$ cat src/rtl/conv_pkg.sv
// rtl/conv_pkg.sv - shared widths, kernel weights and scan state encoding for conv_window_mac
package conv_pkg;

    localparam int ADDR_W = 14;
    localparam int BYTE_W = 8;
    localparam int TAPS   = 9;

    typedef enum logic [2:0] {
        ST_IDLE  = 3'd0,
        ST_REQ   = 3'd1,
        ST_WAIT  = 3'd2,
        ST_MAC   = 3'd3,
        ST_WRITE = 3'd4,
        ST_DONE  = 3'd5
    } state_t;

    // Weight k multiplies window slot k (win_data bits [8k+7:8k]).
    function automatic logic signed [BYTE_W-1:0] kernel_weight(input logic [3:0] k);
        case (k)
            4'd0:    return 8'sd1;
            4'd1:    return 8'sd2;
            4'd2:    return 8'sd1;
            4'd3:    return 8'sd2;
            4'd4:    return 8'sd4;
            4'd5:    return 8'sd2;
            4'd6:    return 8'sd1;
            4'd7:    return 8'sd2;
            4'd8:    return 8'sd1;
            default: return 8'sd0;
        endcase
    endfunction

endpackage

$ cat src/rtl/conv_mac_unit.sv
// rtl/conv_mac_unit.sv - 9-tap sequential MAC with bias, ReLU, shift and saturate
module conv_mac_unit
    import conv_pkg::*;
#(
    parameter int                      ACC_W = 20,
    parameter int                      OUT_W = 16,
    parameter int                      SHIFT = 4,
    parameter logic signed [ACC_W-1:0] BIAS  = '0
) (
    input  logic                     clk,
    input  logic                     rst,
    input  logic                     clear,
    input  logic                     step,
    input  logic [BYTE_W-1:0]        data_byte,
    input  logic signed [BYTE_W-1:0] weight,
    output logic [3:0]               tap,
    output logic                     last_tap,
    output logic [OUT_W-1:0]         result
);

    localparam int PROD_W = 2 * BYTE_W + 1;
    localparam int WIDE_W = ((ACC_W > OUT_W) ? ACC_W : OUT_W) + 1;

    logic signed [PROD_W-1:0] prod;
    logic signed [ACC_W-1:0]  acc;
    logic signed [ACC_W-1:0]  prod_ext;
    logic signed [ACC_W-1:0]  acc_sum;
    logic signed [ACC_W-1:0]  biased;
    logic signed [ACC_W-1:0]  shifted;
    logic [WIDE_W-1:0]        shifted_w;
    logic [WIDE_W-1:0]        max_w;

    assign last_tap = (tap == 4'(TAPS - 1));

    // Result already includes the tap presented this cycle, so the caller latches it on the last step.
    always_comb begin
        prod      = $signed({1'b0, data_byte}) * weight;
        prod_ext  = ACC_W'(prod);
        acc_sum   = acc + prod_ext;
        biased    = acc_sum + BIAS;
        shifted   = biased[ACC_W-1] ? '0 : (biased >>> SHIFT);
        shifted_w = WIDE_W'($unsigned(shifted));
        max_w     = WIDE_W'({OUT_W{1'b1}});
        result    = (shifted_w > max_w) ? {OUT_W{1'b1}} : shifted_w[OUT_W-1:0];
    end

    // Accumulate one tap per step; clear restarts the window.
    always_ff @(posedge clk) begin
        if (rst || clear) begin
            acc <= '0;
            tap <= '0;
        end else if (step) begin
            acc <= acc_sum;
            tap <= last_tap ? 4'd0 : tap + 4'd1;
        end
    end

endmodule

$ cat src/rtl/conv_window_mac.sv
// rtl/conv_window_mac.sv - raster scan of the image, one window fetch and one convolution result per pixel
module conv_window_mac
    import conv_pkg::*;
#(
    parameter int                      IMG_W = 128,
    parameter int                      ACC_W = 20,
    parameter int                      OUT_W = 16,
    parameter int                      SHIFT = 4,
    parameter logic signed [ACC_W-1:0] BIAS  = '0
) (
    input  logic                     clk,
    input  logic                     rst,
    input  logic                     ready,
    output logic                     busy,
    output logic                     done,
    output logic                     win_start,
    output logic [ADDR_W-1:0]        win_addr,
    input  logic                     win_finish,
    input  logic [TAPS*BYTE_W-1:0]   win_data,
    output logic                     o_we,
    output logic [ADDR_W-1:0]        o_addr,
    output logic [OUT_W-1:0]         o_data
);

    localparam int                 COORD_W = ADDR_W / 2;
    localparam logic [COORD_W-1:0] LAST    = COORD_W'(IMG_W - 1);

    state_t                   state;
    logic [COORD_W-1:0]       row;
    logic [COORD_W-1:0]       col;
    logic [TAPS*BYTE_W-1:0]   win_bytes;
    logic                     mac_clear;
    logic                     mac_step;
    logic                     last_tap;
    logic [3:0]               tap;
    logic [BYTE_W-1:0]        cur_byte;
    logic signed [BYTE_W-1:0] cur_weight;
    logic [OUT_W-1:0]         mac_result;
    logic                     at_last_pos;

    assign win_addr    = {row, col};
    assign at_last_pos = (row == LAST) && (col == LAST);
    assign mac_clear   = (state == ST_WAIT) && win_finish;
    assign mac_step    = (state == ST_MAC);
    assign cur_byte    = win_bytes[int'(tap) * BYTE_W +: BYTE_W];
    assign cur_weight  = kernel_weight(tap);

    conv_mac_unit #(
        .ACC_W (ACC_W),
        .OUT_W (OUT_W),
        .SHIFT (SHIFT),
        .BIAS  (BIAS)
    ) u_mac (
        .clk       (clk),
        .rst       (rst),
        .clear     (mac_clear),
        .step      (mac_step),
        .data_byte (cur_byte),
        .weight    (cur_weight),
        .tap       (tap),
        .last_tap  (last_tap),
        .result    (mac_result)
    );

    // Scan FSM: request, capture, MAC, write, advance; all outputs registered.
    always_ff @(posedge clk) begin
        if (rst) begin
            state     <= ST_IDLE;
            row       <= '0;
            col       <= '0;
            win_bytes <= '0;
            busy      <= 1'b0;
            done      <= 1'b0;
            win_start <= 1'b0;
            o_we      <= 1'b0;
            o_addr    <= '0;
            o_data    <= '0;
        end else begin
            win_start <= 1'b0;
            o_we      <= 1'b0;
            done      <= 1'b0;
            case (state)
                ST_IDLE: begin
                    if (ready) begin
                        row       <= '0;
                        col       <= '0;
                        busy      <= 1'b1;
                        win_start <= 1'b1;
                        state     <= ST_REQ;
                    end
                end
                ST_REQ: begin
                    state <= ST_WAIT;
                end
                ST_WAIT: begin
                    if (win_finish) begin
                        win_bytes <= win_data;
                        state     <= ST_MAC;
                    end
                end
                ST_MAC: begin
                    if (last_tap) begin
                        o_we   <= 1'b1;
                        o_addr <= {row, col};
                        o_data <= mac_result;
                        state  <= ST_WRITE;
                    end
                end
                ST_WRITE: begin
                    if (at_last_pos) begin
                        row   <= '0;
                        col   <= '0;
                        done  <= 1'b1;
                        busy  <= 1'b0;
                        state <= ST_DONE;
                    end else begin
                        if (col == LAST) begin
                            col <= '0;
                            row <= row + COORD_W'(1);
                        end else begin
                            col <= col + COORD_W'(1);
                        end
                        win_start <= 1'b1;
                        state     <= ST_REQ;
                    end
                end
                ST_DONE: begin
                    state <= ST_IDLE;
                end
                default: begin
                    state <= ST_IDLE;
                end
            endcase
        end
    end

endmodule

$ cat config.mk
export PLATFORM = sky130hd
export DESIGN_NAME = conv_window_mac
export DESIGN_NICKNAME = d
export VERILOG_FILES = /design/src/rtl/conv_pkg.sv /design/src/rtl/conv_mac_unit.sv /design/src/rtl/conv_window_mac.sv
export SDC_FILE = /design/constraint.sdc
export NUM_CORES = 1
export LEC_CHECK = 0
export ABC_AREA = 1
export ABC_CLOCK_PERIOD_IN_PS = 13600
export CORE_MARGIN = 1
export CORE_UTILIZATION = 40
export DETAILED_ROUTE_END_ITERATION = 10
export GPL_TIMING_DRIVEN = 0
export HOLD_SLACK_MARGIN = 0.08
export PLACE_DENSITY = 0.63
export SYNTH_ARGS = -nofsm -noshare
export SYNTH_HDL_FRONTEND = slang
export SYNTH_SLANG_ARGS = --single-unit
$ cat constraint.sdc
create_clock -name clk -period 13.6 [get_ports clk]
set_input_delay 1.36 -clock clk [delete_from_list [all_inputs] [get_ports clk]]
set_output_delay 1.36 -clock clk [all_outputs]
set_load 0.005 [all_outputs]
== After elaboration in Yosys (flattened, before gate mapping) ==
Memory sizes are Yosys's and may differ from the RTL's. A register that Yosys moved wholly into a read port is not among the register bits.
Cells that the tools add are included.
W data, S select, Z words.
Word-level totals
  register bits: 147
  memory bits (read-only): 48
  output and inout bits: 48
  memories kept: 1
Memories
  (no name shown): depth 16, bits a word 3, rd ports 1, clocked after memory_dff 1, write ports 0, RTL line conv_pkg.sv:19  | case (k)
Operators by class
  $lt $le $gt $ge: 1
  shift-type cells: 1
  muxes and demuxes: 25
  $add $sub $neg: 4
  bitwise gates (word level): 2
  $mul: 1
  reductions and logical operators: 13
  equality and inequality tests: 12
Operators by type and width (count)
  $shiftx A72 B8 Y8: 1
  $mux W7: 5
  $pmux W7 S2: 2
  $add A20 B17 Y20: 1
  $gt A20 B16 Y1 const B: 1
  $mul A9 B8 Y17: 1
  $mux W16: 1
  $mux W15: 1
  $pmux W3 S5: 1
  $add A7 B1 Y7 const B: 2
  $eq A7 B7 Y1 const B: 2
  $mux W3: 4
  $mux W4: 3
  $reduce_and A3 Y1: 3
  $eq A3 B2 Y1 const B: 2
  $mux W1: 6
  $ne A2 B2 Y1 const B: 3
  $reduce_and A2 Y1: 3
  $add A4 B1 Y4 const B: 1
  $eq A4 B4 Y1 const B: 1
  $pmux W1 S2: 2
  $reduce_or A2 Y1: 2
  $eq A3 B1 Y1 const B: 1
  $eq A3 B3 Y1 const B: 1
  other kinds (7): 9

== Depth between registers and ports, before layout ==
  word-level depth: 6
  gate-level depth with buffers: 30
  mapped depth without buffers: 27

== Hierarchy ==
From an unflattened synthesis, not the netlist that was laid out.
Second synthesis, totals
  cells, all modules: 1331
  area total of the unflattened synthesis: 9485.3 um2
By module, submodules not included
  conv_window_mac: area an instance 5228.8 um2, seq. area each 2462.4 um2, times used 1, cells each 738
  conv_mac_unit: area an instance 4256.6 um2, seq. area each 480.5 um2, times used 1, cells each 593

== Worst setup path after synthesis ==
Ideal clock, no wire load.
  kind: register -> register
  start: register u_mac.tap[0]
  end: register u_mac.acc[19]
  data required time: 13.491 ns
  path slack: 9.146 ns
  data arrival time: 4.345 ns
  stages on the path, launching flop included: 28
  clock period less this slack: 4.454 ns
  cell sequence: dfxtp_1 -> buf_2 -> inv_1 -> buf_4 -> a21oi_1 -> o21ai_0 -> nand3_1 -> nand3_1 -> o21ai_0 -> inv_1 -> nor2_1 -> fa_1 -> ha_1 -> ha_1 -> fa_1 -> ha_1 -> fa_1 -> nand3_1 -> nand3_1 -> nand3_1 -> nand3_2 -> nand2_1 -> nand2_1 -> nand2_4 -> buf_6 -> nand2_1 -> nand2_1 -> inv_1
On the way
  word-level cells in the longest chain between the ends: 3
Ends and longest elaborated chain
  from (decl): RTL line conv_mac_unit.sv:16  | output logic [3:0] tap,
  from (signal assigned): RTL line conv_mac_unit.sv:54  | tap <= last_tap ? 4'd0 : tap + 4'd1;
  $shiftx A72 B8 Y8: RTL line conv_window_mac.sv:45  | assign cur_byte = win_bytes[int'(tap) * BYTE_W +: BYTE_W];
  $mul A9 B8 Y17: RTL line conv_mac_unit.sv:37  | prod = $signed({1'b0, data_byte}) * weight;
  $add A20 B17 Y20: RTL line conv_mac_unit.sv:39  | acc_sum = acc + prod_ext;
  to (signal assigned): RTL line conv_mac_unit.sv:53  | acc <= acc_sum;
  to (decl): RTL line conv_mac_unit.sv:25  | logic signed [ACC_W-1:0] acc;
Every way passes these cells.
A chain may end at the register's enable or synchronous reset.

== Worst setup path in the final report ==
  start: register u_mac.tap[0]
  end: register o_data[5]
On the way
  word-level cells in the longest chain between the ends: 6
  elaborated cells on any way between the ends: 8
  those cells by class: add/sub (1); mul (1); order compare (1); eq/ne (1); shift (1); mux (2); reduce/logical (1)
Ends and longest elaborated chain
  $shiftx A72 B8 Y8: RTL line conv_window_mac.sv:45
  $mul A9 B8 Y17: RTL line conv_mac_unit.sv:37
  $add A20 B17 Y20: RTL line conv_mac_unit.sv:39
  $mux W15: RTL line conv_mac_unit.sv:41  | shifted = biased[ACC_W-1] ? '0 : (biased >>> SHIFT);
  $gt A20 B16 Y1: RTL line conv_mac_unit.sv:44  | result = (shifted_w > max_w) ? {OUT_W{1'b1}} : shifted_w[OUT_W-1:0];
  $mux W16: RTL line conv_mac_unit.sv:44
  to (signal assigned): RTL line conv_window_mac.sv:105  | o_data <= mac_result;
  to (decl): RTL line conv_window_mac.sv:22  | output logic [OUT_W-1:0] o_data
Several ways; a longest one is shown, not always the timed one.

==> results.cfg <==
[sta]
slew_headroom_pct = 59.9
slew_viol_final = 0
setup_slack_ns = 8.31
fin_tns_setup_ns = 0
setup_violations = 0
rsz0062_at_grt = no
fmax_ghz = 0.189
worst_slew_pin_slew_ns = 0.601
fin_crit_sh_pct = 38.9
fin_skew_ns = 0.00839
hold_violations = 0
fin_crit_ns = 5.29

[worst_setup_path]
crit_top_cell = nand3_1
worstSetupEndpointType = flip-flop
path_max_fanout = 10
cp-start-kind = flip-flop
path_class = reg -> reg
cp_slowest_cell = fa_1
worstPathArrival_ns = 5.63
crit_required_ns = 13.94
slowest_delay_ns = 0.48

[yosys]
async_flop_share_pct = 0
synth_nets = 1187
yosysTopAreaCell = dfxtp_1
synth_commonest_cells = o21ai_0, dfxtp_1, inv_1, nor2_1, nand2_1
yosysTopAreaCellShare_pct = 38.9
ys_types = 37
yosys-top-cells-area = dfxtp_1, o21ai_0, a21oi_1
synth_warnings = 0
ys_seq_area_share_pct = 38.9
syn_avg_cell_area_sq_um = 7.23
yosysMostFrequentCell = o21ai_0
synth_edf_count = 0
ys_seq_elements = 149
synth_cells = 1062
synth_ff_type = dfxtp_1
syn-cell-area_sq_um = 7680

[cts]
worstSkewPairLatency_ns = 0.42
root_buffer = clkbuf_16
numCtsBuffers = 17
cts_max_level = 4
post_cts_buffers = 0
clock_path_buffers = 2
ctsHoldBuffers = 0
post_cts_resized = 0
path_clk_slew_ns = 0.06
tritoncts = built
cts_num_sinks = 149

[floorplan]
core_sq_um = 18800
die_area_sq_um = 19800
die_h_um = 141
rows = 50
die_width_um = 141
initial_core_util_pct = 40.9
num_io_pins = 124

[global_route]
first_global_vias = 7011
grt_max_degree = 17
gr-total-overflow = 0
grt_antenna_before_repair = 0
gr-usage-all-layers_pct = 22.4
grt_pass1_wl_um = 34700

[drt]
wl_per_cell_um = 14.5
drt_wl_total_um = 21000
drc_errors = 0
firstDrtPassIters = 5
num_vias = 7207
drt_iter0_markers = 458
drtAntennaViolNets = 0
viasPerCell = 4.97

[place]
dpl_cell_area_sq_um = 9190
post-place-ws_ns = 8.32
hpwl_um = 16200
port_buffers = 122
gp_congestion = 0.882

[power]
power.density_nw_per_um2 = 141
finalPower_mw = 1.38
vdd_drop_max_mv = 0.0892
cellLeakagePower_nw = 4.09

[layout]
final_area_sq_um = 9740
syn_to_final_growth_pct = 26.9
drive_above_1_share_pct = 6.50
nets = 1328
antenna_cells = 0

[job]
maxCapViolations = 0

[status]
run_status = completed

[hold_path]
hp-class = reg -> reg
critical path, delay by kind of cell (launching register included):
family          cells  cell delay (ns)
fa+ha+maj           6             2.24
simple gates       11             1.15
buf+inv             5             1.01
compound gates      3             0.49
flops               1             0.31
per-layer routing:
layer	vias to the layer above	track usage (%)	routed length, um
met2	179	36.2	9570
met1	3290	30.1	9920
met3	21	4.10	1160
met4	0	7.49	363
li1	3717	-	-
met5	-	0	0
power by group:
group          internal [mW]  switching [mW]  leakage [nW]
Clock                  0.255           0.186         0.269
Combinational          0.144           0.257          2.61
Sequential             0.501          0.0327          1.21
Total                  0.900           0.476          4.09
through the flow:
stage / std cells / util, % / hold WS, ns
2_1_floorplan: 1062 / - / 0.430
3_3_place_gp: 1418 / 49.0 / 0.442
3_5_place_dp: 1418 / 49.0 / 0.449
4_1_cts: 1450 / 51.9 / 0.455
5_1_grt: 1450 / 51.9 / 0.472
6_report: 1450 / 51.9 / 0.457
final cells by class:
class / count / area, sq um
multi-input cells: 711 / 3880
clock inverters: 13 / 109
clock buffers: 19 / 443
inverters: 148 / 556
fillers: 1865 / 9020
plain buffers: 54 / 256
well taps: 234 / 293
flip-flops and latches: 149 / 2980
repair buffers: 122 / 1220
cells in the final DEF, fill, tap and decap left out, types with 5 or more instances in the layout:
cell type	synthesis	layout
a21oi_1	117	117
buf_2	13	13
clkbuf_1	31	32
clkbuf_16	0	17
clkdlybuf4s50_1	0	122
clkinv_2	0	6
dfxtp_1	149	149
fa_1	16	16
ha_1	33	33
inv_1	140	140
inv_2	7	7
nand2_1	133	133
nand3_1	54	54
nand3_2	5	5
nand4_1	7	7
nor2_1	139	139
nor2_4	5	5
nor3_1	7	7
o21ai_0	156	156
xor2_1	9	9
kinds of logic after synthesis:
kind of cell | after synthesis | share of synthesized area (%)
AND/OR/NAND/NOR | 365 | 20.9
AO/OA/AOI/OAI | 286 | 19.0
buffers and inverters | 202 | 10.6
XOR/XNOR | 10 | 1.14
flip-flops | 149 | 38.9
adder cells (fa/ha/maj) | 49 | 9.55
other | 1 | 0.0488
path summary, 6_finish.rpt:
kind / startpoint / slack [ns] / cells past startpoint / end
hold / removal: win_bytes[50] / 0.46 / 2 / win_bytes[50]
setup reg to reg: u_mac.tap[0] / 8.31 / 25 / o_data[5]
hold reg to reg: win_bytes[50] / 0.46 / 2 / win_bytes[50]
setup / recovery: u_mac.tap[0] / 8.31 / 25 / o_data[5]
state kept, by name, summed over array words and instances (netlist names):
| signal | flops |
|---|---|
| o_data | 15 |
| busy | 1 |
| win_bytes | 72 |
| col | 7 |
| row | 7 |
| done | 1 |
| o_we | 1 |
| u_mac.tap | 4 |
| cur_weight | 3 |
| u_mac.acc | 20 |
| win_start | 1 |
| o_addr | 14 |
| state | 3 |
Note: power is estimated with default switching activity, not from simulation.
